$ cat src/rtl/bcu_pkg.sv
// Shared definitions for the multiplexed bus cycle unit: state encoding,
// transfer size encoding and beat planning helpers.
package bcu_pkg;

    typedef enum logic [2:0] {
        ST_IDLE,
        ST_T1,
        ST_T2,
        ST_T3,
        ST_TW,
        ST_T4,
        ST_HOLD
    } bcu_state_e;

    localparam logic SIZE_BYTE = 1'b0;
    localparam logic SIZE_WORD = 1'b1;

    // A transfer never needs more than two beats, so a 2-bit count suffices.
    localparam int BEAT_W = 2;

    function automatic bit bus_bytes_legal(input int bus_bytes);
        return (bus_bytes == 1) || (bus_bytes == 2);
    endfunction

    // Byte-wide bus: one beat per byte. Two-lane bus: only a word that
    // straddles an even boundary needs a second beat.
    function automatic logic [BEAT_W-1:0] beat_count(input int   bus_bytes,
                                                     input logic size,
                                                     input logic addr_lsb);
        if (size == SIZE_BYTE) return BEAT_W'(1);
        if (bus_bytes == 1)    return BEAT_W'(2);
        return addr_lsb ? BEAT_W'(2) : BEAT_W'(1);
    endfunction

endpackage

$ cat src/rtl/bcu_beat_ctr.sv
// Beat index counter for one transfer: cleared at transfer start, stepped
// after each non-final beat, and flags the final beat.
module bcu_beat_ctr
    import bcu_pkg::*;
(
    input  logic              clk,
    input  logic              rst,
    input  logic              clr,
    input  logic              inc,
    input  logic [BEAT_W-1:0] total,
    output logic [BEAT_W-1:0] idx,
    output logic              last_beat
);

    always_ff @(posedge clk or negedge rst) begin
        if (!rst) begin
            idx <= '0;
        end else if (clr) begin
            idx <= '0;
        end else if (inc) begin
            idx <= idx + BEAT_W'(1);
        end
    end

    assign last_beat = ((idx + BEAT_W'(1)) == total);

endmodule

$ cat src/rtl/bus_cycle_unit.sv
// Core-to-bus interface: runs T1-T4 multiplexed address/data cycles with
// ready wait states and hold/hlda arbitration on a 1- or 2-lane bus.
module bus_cycle_unit
    import bcu_pkg::*;
#(
    parameter int BUS_BYTES = 1,
    parameter int ADDR_W    = 20
) (
    input  logic                   clk,
    input  logic                   rst,
    input  logic                   req,
    input  logic                   we,
    input  logic                   io,
    input  logic                   size,
    input  logic [ADDR_W-1:0]      addr,
    input  logic [15:0]            wdata,
    output logic [15:0]            rdata,
    output logic                   done,
    output logic                   busy,
    output logic [ADDR_W-1:0]      a,
    output logic [8*BUS_BYTES-1:0] ad_o,
    input  logic [8*BUS_BYTES-1:0] ad_i,
    output logic                   ad_oe,
    output logic                   ale,
    output logic                   rd_n,
    output logic                   wr_n,
    output logic                   den_n,
    output logic                   dtr,
    output logic                   iom,
    input  logic                   ready,
    input  logic                   hold,
    output logic                   hlda
);

    localparam int AD_W = 8 * BUS_BYTES;

    if (!bus_bytes_legal(BUS_BYTES)) begin : g_bad_bus_bytes
        $error("bus_cycle_unit: BUS_BYTES must be 1 or 2");
    end

    bcu_state_e        state_q, state_d;
    logic              start, advance, capture;

    logic              we_q, io_q, size_q;
    logic [ADDR_W-1:0] addr_q;
    logic [15:0]       wdata_q;
    logic [BEAT_W-1:0] beats_q;
    logic [15:0]       rdata_q;

    logic [BEAT_W-1:0] beat_idx;
    logic              last_beat;
    logic [ADDR_W-1:0] beat_addr;

    logic              full_word, lane_hi;
    logic [7:0]        wbyte, rbyte;
    logic [15:0]       wlanes, ad_i_ext;

    bcu_beat_ctr u_beat_ctr (
        .clk       (clk),
        .rst       (rst),
        .clr       (start),
        .inc       (advance),
        .total     (beats_q),
        .idx       (beat_idx),
        .last_beat (last_beat)
    );

    assign beat_addr = addr_q + ADDR_W'(beat_idx);

    // An aligned word on a two-lane bus moves both bytes in one beat; every
    // other beat moves the byte numbered by the beat index on one lane.
    assign full_word = (BUS_BYTES == 2) && (size_q == SIZE_WORD) && (beats_q == BEAT_W'(1));
    assign lane_hi   = (BUS_BYTES == 2) ? beat_addr[0] : 1'b0;
    assign wbyte     = beat_idx[0] ? wdata_q[15:8] : wdata_q[7:0];
    assign wlanes    = full_word ? wdata_q : (lane_hi ? {wbyte, 8'h00} : {8'h00, wbyte});
    assign ad_i_ext  = 16'(ad_i);
    assign rbyte     = lane_hi ? ad_i_ext[15:8] : ad_i_ext[7:0];

    always_ff @(posedge clk or negedge rst) begin
        if (!rst) begin
            state_q <= ST_IDLE;
        end else begin
            // NOTE: sequential state uses non-blocking assignment so every
            // register samples pre-edge values regardless of block order.
            state_q <= state_d;
        end
    end

    always_ff @(posedge clk or negedge rst) begin
        if (!rst) begin
            we_q    <= 1'b0;
            io_q    <= 1'b0;
            size_q  <= SIZE_BYTE;
            addr_q  <= '0;
            wdata_q <= '0;
            beats_q <= '0;
        end else if (start) begin
            we_q    <= we;
            io_q    <= io;
            size_q  <= size;
            addr_q  <= addr;
            wdata_q <= wdata;
            beats_q <= beat_count(BUS_BYTES, size, addr[0]);
        end
    end

    always_ff @(posedge clk or negedge rst) begin
        if (!rst) begin
            rdata_q <= '0;
        end else if (capture) begin
            if (full_word) begin
                rdata_q <= ad_i_ext;
            end else if (beat_idx == '0) begin
                rdata_q <= {8'h00, rbyte};
            end else begin
                rdata_q[15:8] <= rbyte;
            end
        end
    end

    always_comb begin
        // NOTE: every output of this block gets a default first so no path
        // through the case statement can infer a latch.
        state_d = state_q;
        start   = 1'b0;
        advance = 1'b0;
        capture = 1'b0;
        ale     = 1'b0;
        rd_n    = 1'b1;
        wr_n    = 1'b1;
        den_n   = 1'b1;
        dtr     = 1'b1;
        iom     = 1'b0;
        ad_oe   = 1'b0;
        ad_o    = '0;
        hlda    = 1'b0;
        done    = 1'b0;

        case (state_q)
            ST_IDLE: begin
                if (hold) begin
                    state_d = ST_HOLD;
                end else if (req) begin
                    state_d = ST_T1;
                    start   = 1'b1;
                end
            end
            ST_T1: begin
                ale     = 1'b1;
                ad_oe   = 1'b1;
                ad_o    = beat_addr[AD_W-1:0];
                dtr     = ~we_q;
                iom     = io_q;
                state_d = ST_T2;
            end
            ST_T2, ST_T3, ST_TW: begin
                dtr   = ~we_q;
                iom   = io_q;
                den_n = 1'b0;
                if (we_q) begin
                    wr_n  = 1'b0;
                    ad_oe = 1'b1;
                    ad_o  = wlanes[AD_W-1:0];
                end else begin
                    rd_n = 1'b0;
                end
                if (state_q == ST_T2) begin
                    state_d = ST_T3;
                end else if (ready) begin
                    state_d = ST_T4;
                    capture = ~we_q;
                end else begin
                    state_d = ST_TW;
                end
            end
            ST_T4: begin
                dtr = ~we_q;
                iom = io_q;
                // Hold is only granted between transfers, never between beats.
                if (!last_beat) begin
                    advance = 1'b1;
                    state_d = ST_T1;
                end else begin
                    done    = 1'b1;
                    state_d = hold ? ST_HOLD : ST_IDLE;
                end
            end
            ST_HOLD: begin
                hlda = 1'b1;
                if (!hold) state_d = ST_IDLE;
            end
            default: state_d = ST_IDLE;
        endcase
    end

    // Reset holds busy low even while a request is already pending.
    assign busy  = rst && (((state_q != ST_IDLE) && (state_q != ST_HOLD)) || req);
    assign a     = beat_addr;
    assign rdata = rdata_q;

endmodule

$ cat config.mk
export PLATFORM = sky130hd
export DESIGN_NAME = bus_cycle_unit
export DESIGN_NICKNAME = d
export VERILOG_FILES = /design/src/rtl/bcu_pkg.sv /design/src/rtl/bcu_beat_ctr.sv /design/src/rtl/bus_cycle_unit.sv
export SDC_FILE = /design/constraint.sdc
export NUM_CORES = 1
export LEC_CHECK = 0
export ABC_AREA = 0
export CAP_MARGIN = 30
export CORE_MARGIN = 3
export CORE_UTILIZATION = 26
export DETAILED_ROUTE_END_ITERATION = 10
export GPL_TIMING_DRIVEN = 0
export PLACE_DENSITY_LB_ADDON = 0.25
export SYNTH_ARGS = -nofsm -noshare
export SYNTH_HDL_FRONTEND = slang
export SYNTH_SLANG_ARGS = --single-unit
$ cat constraint.sdc
create_clock -name clk -period 2 [get_ports clk]
set_input_delay 0.4 -clock clk [delete_from_list [all_inputs] [get_ports clk]]
set_output_delay 0.4 -clock clk [all_outputs]
set_load 0.01 [all_outputs]
==> impl_metrics.csv, run 1 <==
group,metric,value,unit
power,combPwrFrac,54.6,%
global_route,track_usage,13.8,%
cts,clock_sinks,61,
global_route,grt-ovfl-total,0,
critical_path,slowest_delay,430,ps
logic_synthesis,synth-edff-count,0,
logic_synthesis,synth-seq-area-share,48.8,%
logic_synthesis,yosys-top-cells-area,"dfrtp_1 49%, mux2_2 14%, nand2_1 4.1%, mux2_4 3.8%, xnor2_1 3.6%",
detailed_routing,viasPerCell,4.63,
sta,slew_violations,0,
logic_synthesis,synth-xor-area-share,5.88,%
power,ir_drop,639,uV
logic_synthesis,yosysMostFrequentCell,"dfrtp_1",
critical_path,rrSetupSlack,150,ps
sta,rsz0062_at_grt,"yes",
sta,fin_worst_skew,6.56,ps
logic_synthesis,ys_ff_latch,61,
finish,n_antenna_cell,0,
cts,cts_hold_buf,0,
power,netSwitchingFraction,36.0,%
logic_synthesis,synthFlopType,"dfrtp_1",
critical_path,critPathKind,"reg -> out",
logic_synthesis,synth_mux_area_share,21.4,%
cts,clk_path_buf_depth,2,
sta,fin_crit_sh,124,%
cts,cts_tree,"built",
global_route,grt_pass1_wl,14200,microns
critical_path,path_delay_family,"adder cells",
power,p_seq_share,26.7,%
logic_synthesis,synth_compound_area_share,6.00,%
cts,cts.clk_slew.worst_paths,50,ps
cts,cts_buffers,9,
sta,setup_tns,-8220,ps
logic_synthesis,yosys_warnings,0,
logic_synthesis,synth.distinct_cells,44,
logic_synthesis,synthAdderAreaFrac,2.16,%
critical_path,path_cells,"ha_4, fa_2, nand2_2, and4bb_4, and3_4, xor2_2, buf_2",
logic_synthesis,ys_top_cells_by_count,"61 x dfrtp_1, 39 x mux2_2, 34 x nand2_1, 13 x xnor2_1, 11 x mux2i_1",
power,power.net_switching,3.18,mW
min_path,hp-class,"in -> async",
floorplanning,rows,39,
finish,drive_gt1_share,44.9,%
flow_run,max_cap_viol_count,0,
detailed_routing,routed-via-count,2641,
sta,setup_violations,29,
global_route,grt_max_degree,63,
logic_synthesis,post-synth-top-area-fraction,48.8,%
status,outcome,"complete, but fails checks",
power,p_int,5.66,mW
placed_design,hpwl,6380,microns
critical_path,cp_slowest_cell,"dfrtp_2",
floorplanning,die_h,116,microns
power,p_per_area,1690,nW/um^2
detailed_routing,routedWlPerCell,16.3,microns
floorplanning,dieArea,13400,sq um
logic_synthesis,synthSimpleGateAreaFrac,12.1,%
detailed_routing,drt_iter0_drc,101,
logic_synthesis,synth_async_sr_flop_share,100,%
logic_synthesis,postSynthCellCount,272,
detailed_routing,drc,0,
power,p_clk_share,18.7,%
global_route,grt_pass1_vias,2779,
logic_synthesis,synth_top_family_by_area,"multiplexers",
finish,areaGrowthSynthToFinish,67.5,%
critical_path,cp_data_required_time,1600,ps
detailed_routing,firstDrtPassIters,4,
sta,hold_viol,0,
sta,slew_headroom,59.3,%
floorplanning,ioPinCount,106,
sta,fmax,403,MHz
critical_path,start_kind,"flip-flop",
logic_synthesis,syn_avg_cell_area,11.5,sq um
placed_design,gp_routability_congestion,0.787,
cts,htreeDepth,3,
detailed_routing,wirelength,9310,microns
status,failed_checks,"setup timing",
critical_path,worstPathArrival,2080,ps
floorplanning,die_w,116,microns
floorplanning,initial_core_util,27.0,%
cts,clockRootBuffer,"clkbuf_16",
power,leakage,2.38,nW
critical_path,path_buf_inv,1,
critical_path,cp_max_fo,5,
sta,setup_slack,-482,ps
global_route,antenna_found_initial,0,
cts,clock_latency,320,ps
floorplanning,core_area,11600,sq um
detailed_routing,drtAntennaViolNets,0,
placed_design,portBuffers,105,
logic_synthesis,syn_area,3130,sq um
finish,nNetsFinal,479,
critical_path,endpoint_kind,"output port",
sta,worst_pin_slew,611,ps
finish,fillers,1092,
logic_synthesis,synth_nets,328,
placed_design,dp_slack,-783,ps
logic_synthesis,synth_top_area_cell,"dfrtp_1",
sta,fin_crit,2480,ps
==> path summary, 6_finish.rpt <==
kind                                                     from                             to  depth (start not counted)
worst max-delay path            u_beat_ctr.idx[0]$_DFFE_PN0P_                          a[14]                          7
worst min-delay path                                      rst               io_q$_DFFE_PN0P_                          1
worst max register to register  u_beat_ctr.idx[0]$_DFFE_PN0P_  u_beat_ctr.idx[1]$_DFFE_PN0P_                          9
worst min register to register          rdata[11]$_DFFE_PN0P_          rdata[11]$_DFFE_PN0P_                          2
max in group asynchronous                                 rst          addr_q[3]$_DFFE_PN0P_                          1
min in group clk                        rdata[11]$_DFFE_PN0P_          rdata[11]$_DFFE_PN0P_                          2
==> per-stage QoR <==
stage / cells / hold WS (ps) / total power [mW] / utilization, % / instance area [sq um]
floorplan: 272 / 104 / 4.33 / - / 3150
global placement: 520 / 468 / 6.05 / 37.9 / 4380
detailed placement: 520 / 479 / 6.11 / 37.9 / 4380
CTS: 565 / 86.8 / 8.44 / 43.8 / 5060
global route: 571 / 108 / 9.37 / 45.3 / 5240
finish: 571 / 45.8 / 8.84 / 45.3 / 5240
==> final cells by class <==
type | count | area (sq um) | area share (%)
plain buffers | 10 | 70.1 | 1.34
clock buffers | 10 | 229 | 4.37
clock inverters | 6 | 87.6 | 1.67
inverters | 12 | 60.1 | 1.15
multi-input cells | 187 | 1800 | 34.5
flip-flops and latches | 61 | 1530 | 29.2
well taps | 143 | 179 | 3.42
repair buffers | 142 | 1270 | 24.4
==> power by group through the flow <==
stage	combinational [mW]	clock, mW	sequential, mW
finish	4.82	1.66	2.36
global route	5.17	1.75	2.45
CTS	4.40	1.70	2.34
detailed placement	3.76	0	2.35
global placement	3.73	0	2.32
floorplan	2.03	0	2.30
==> sequential cells by signal, summed over array words and instances (netlist names) <==
| signal | count |
|---|---|
| rdata | 16 |
| wdata_q | 16 |
| addr_q | 20 |
| io_q | 1 |
| we_q | 1 |
| u_beat_ctr.idx | 2 |
| state_q | 3 |
| beats_q | 2 |
==> cell families (layout without fill, tap and decap cells) <==
logic type / Yosys count / count (layout)
and+or+nand+nor: 74 / 74
DFF: 61 / 61
muxes: 58 / 58
AOI/OAI and AO/OA: 29 / 29
buffers and inverters: 24 / 180
xor gates and xnor gates: 21 / 21
adders and majority gates: 5 / 5
==> placed cells by master (no fill, tap or decap), types with 3 or more instances in the layout <==
master,synthesis,routed
nand2_1,34,29
xnor2_1,13,5
nand3_1,10,8
mux2i_1,11,10
dfrtp_1,61,58
clkbuf_16,0,10
clkinv_2,0,3
nor2_1,4,3
xor2_2,0,3
buf_4,0,25
dlygate4sd2_1,0,3
o21ai_2,1,4
xor2_1,8,5
nand2_2,0,3
buf_2,6,30
dfrtp_2,0,3
clkinv_4,0,4
nand4_1,7,7
o21ai_0,9,9
clkdlybuf4s50_1,0,67
mux2_2,39,39
mux2_4,8,8
a21oi_1,4,3
xnor2_2,0,6
inv_1,10,8
buf_6,2,19
==> routing by layer <==
layer / track usage (%) / routed length (microns)
met5: 0 / 0
met4: 4.10 / 154
met3: 4.23 / 514
met2: 22.8 / 4520
met1: 17.4 / 4120
==> timing repair <==
action,CTS,global route
pin swaps,20,18
endpoints found under the hold margin,0,0
setup endpoints to repair,48,43
cloned,0,1
resized for setup,199,32
setup buffers,29,7
Note: power is estimated with default switching activity, not from simulation.
==> run 2: changes to the inputs <==
--- a/config.mk
+++ b/config.mk
@@ -12,6 +12,7 @@
 export DETAILED_ROUTE_END_ITERATION = 10
 export GPL_TIMING_DRIVEN = 0
 export PLACE_DENSITY_LB_ADDON = 0.25
+export REMOVE_ABC_BUFFERS = 1
 export SYNTH_ARGS = -nofsm -noshare
 export SYNTH_HDL_FRONTEND = slang
 export SYNTH_SLANG_ARGS = --single-unit
==> impl_metrics.csv, run 2 (synthesis results as in run 1) <==
group,metric,value,unit
critical_path,cp_max_fo,5,
finish,n_antenna_cell,0,
global_route,grt_pass1_vias,2643,
global_route,grt_max_degree,63,
global_route,use_met2,22.3,%
critical_path,cp-endpoint,"a[14]",
finish,fillers,1116,
global_route,use_met1,16.2,%
critical_path,endpoint_kind,"output port",
cts,clock_sinks,61,
critical_path,start_kind,"flip-flop",
global_route,grt.busiest_layer,"met2",
placed_design,hpwl,5930,microns
global_route,grt_pass1_wl,13600,microns
placed_design,gp_routability_congestion,0.746,
finish,utilization,43.9,%
sta,setup_slack,-568,ps
critical_path,rrSetupSlack,80,ps
floorplanning,ioPinCount,106,
sta,fin_crit_sh,128,%
finish,areaGrowthSynthToFinish,62.5,%
power,leakage,2.31,nW
detailed_routing,drtAntennaViolNets,0,
critical_path,path_delay_family,"adder cells",
cts,htreeDepth,3,
critical_path,worst_r2r_path_depth,7,
sta,fin_worst_skew,4.28,ps
power,ir_drop,555,uV
sta,setup_violations,28,
sta,hold_viol,0,
sta,rsz0062_at_grt,"yes",
detailed_routing,wirelength,8770,microns
finish,final_cell_mix,"66 x clkdlybuf4s50_1, 55 x dfrtp_1, 39 x mux2_2, 32 x buf_4, 31 x nand2_1",
power,p_clk_share,17.8,%
critical_path,r2r_end,"state_q[2]$_DFFE_PN0P_",
floorplanning,rows,39,
detailed_routing,viasPerCell,4.57,
cts,clockRootBuffer,"clkbuf_16",
placed_design,portBuffers,105,
floorplanning,initial_core_util,27.0,%
sta,fmax,389,MHz
critical_path,slowest_delay,500,ps
sta,slew_headroom,61.3,%
detailed_routing,drt_iter0_drc,75,
finish,drive_gt1_share,43.0,%
global_route,met3_usage,3.92,%
critical_path,path_buf_inv,1,
critical_path,cp_slowest_cell,"dfrtp_4",
critical_path,timing.rr.start,"u_beat_ctr.idx[0]$_DFFE_PN0P_",
power,p_seq_share,29.3,%
power,p_int,5.28,mW
critical_path,critPathLaunch,"u_beat_ctr.idx[0]$_DFFE_PN0P_",
finish,nNetsFinal,474,
floorplanning,die_w,116,microns
placed_design,place_area,4320,sq um
cts,clock_latency,320,ps
cts,clk_path_buf_depth,2,
detailed_routing,firstDrtPassIters,4,
flow_run,max_cap_viol_count,0,
power,netSwitchingFraction,35.8,%
floorplanning,die_h,116,microns
power,power.net_switching,2.94,mW
detailed_routing,drc,0,
critical_path,path_cells,"ha_4, fa_2, nand2_2, and4bb_4, and3_4, xor2_2, buf_2",
cts,cts_tree,"built",
cts,cts.clk_slew.worst_paths,50,ps
floorplanning,core_area,11600,sq um
detailed_routing,routed-via-count,2576,
cts,cts_buffers,9,
critical_path,worstPathArrival,2170,ps
global_route,antenna_found_initial,0,
global_route,track_usage,13.4,%
sta,setup_tns,-10810,ps
status,outcome,"complete, but fails checks",
sta,slew_violations,0,
sta,worst_pin_slew,581,ps
sta,fin_crit,2570,ps
global_route,grt-ovfl-total,0,
finish,max_flop_register,"addr_q",
power,p_per_area,1620,nW/um^2
finish,multi_input_area,1730,sq um
critical_path,critPathKind,"reg -> out",
finish,largest_register_ffs,20,
floorplanning,dieArea,13400,sq um
status,failed_checks,"setup timing",
critical_path,worst-path-stages,7,
finish,final-seq-area,1540,sq um
min_path,hp-class,"in -> async",
finish,layout_commonest_cell,"clkdlybuf4s50_1",
finish,fin_area,5080,sq um
critical_path,cp_data_required_time,1600,ps
power,combPwrFrac,52.9,%
detailed_routing,routedWlPerCell,15.5,microns
run 2: changes by cell type in the layout (fill, tap and decap cells not counted), moves of 3 or more:
cell | before | now
buf_6 | 19 | 16
buf_4 | 25 | 32
dfrtp_1 | 58 | 55
o21ai_2 | 4 | 0
clkinv_4 | 4 | 1
buf_8 | 0 | 3
clkbuf_8 | 0 | 4
buf_2 | 30 | 22
run 2: power by group through the flow:
stage	registers, mW	clock network [mW]	logic (mW)
finish	2.41	1.47	4.35
global route	2.50	1.58	4.71
CTS	2.39	1.53	3.97
detailed placement	2.47	0	3.49
global placement	2.45	0	3.48
floorplan	2.38	0	1.84
run 2: how the worst min path moves through the flow:
stage / start / end / slack [ps] / depth (start not counted)
2_1_floorplan: rst / addr_q[0]$_DFFE_PN0P_ / 100 / 0
3_3_place_gp: rdata[13]$_DFFE_PN0P_ / rdata[13]$_DFFE_PN0P_ / 460 / 2
3_5_place_dp: rdata[12]$_DFFE_PN0P_ / rdata[12]$_DFFE_PN0P_ / 470 / 2
4_1_cts: rst / rdata[9]$_DFFE_PN0P_ / 80 / 1
5_1_grt: rst / rdata[9]$_DFFE_PN0P_ / 110 / 1
6_report: rst / rdata[9]$_DFFE_PN0P_ / 60 / 1
run 2: metal layers:
| metal | share of wire (%) | up-vias |
|---|---|---|
| li1 | - | 1255 |
| met3 | 5.8 | 12 |
| met5 | 0 | - |
| met4 | 1.5 | 0 |
| met1 | 43 | 1240 |
| met2 | 50 | 69 |
run 2: stage by stage:
stage                     hold slack, ps  power, mW  cells  setup slack, ps
after floorplan                      104       4.22    260             -674
after global placement               465       5.93    508            -2360
after detailed placement             470       5.97    510            -1330
after CTS                           84.9       7.88    550             -655
after global routing                 111       8.79    564             -633
final                               64.1       8.22    564             -568
run 2: what timing repair did:
action,in CTS,in global routing
endpoints found under the setup margin,90,43
hold buffers,0,0
buffers inserted,26,14
pin swaps,16,18
resized for setup,187,29
run 2: layout make-up:
type	count	area share, %
Clock buffer	13	5.52
Clock inverter	1	0.0985
Inverter	12	1.13
Multi-Input combinational cell	187	34.0
Sequential cell	61	30.2
Tap cell	143	3.52
Timing Repair Buffer	147	25.5
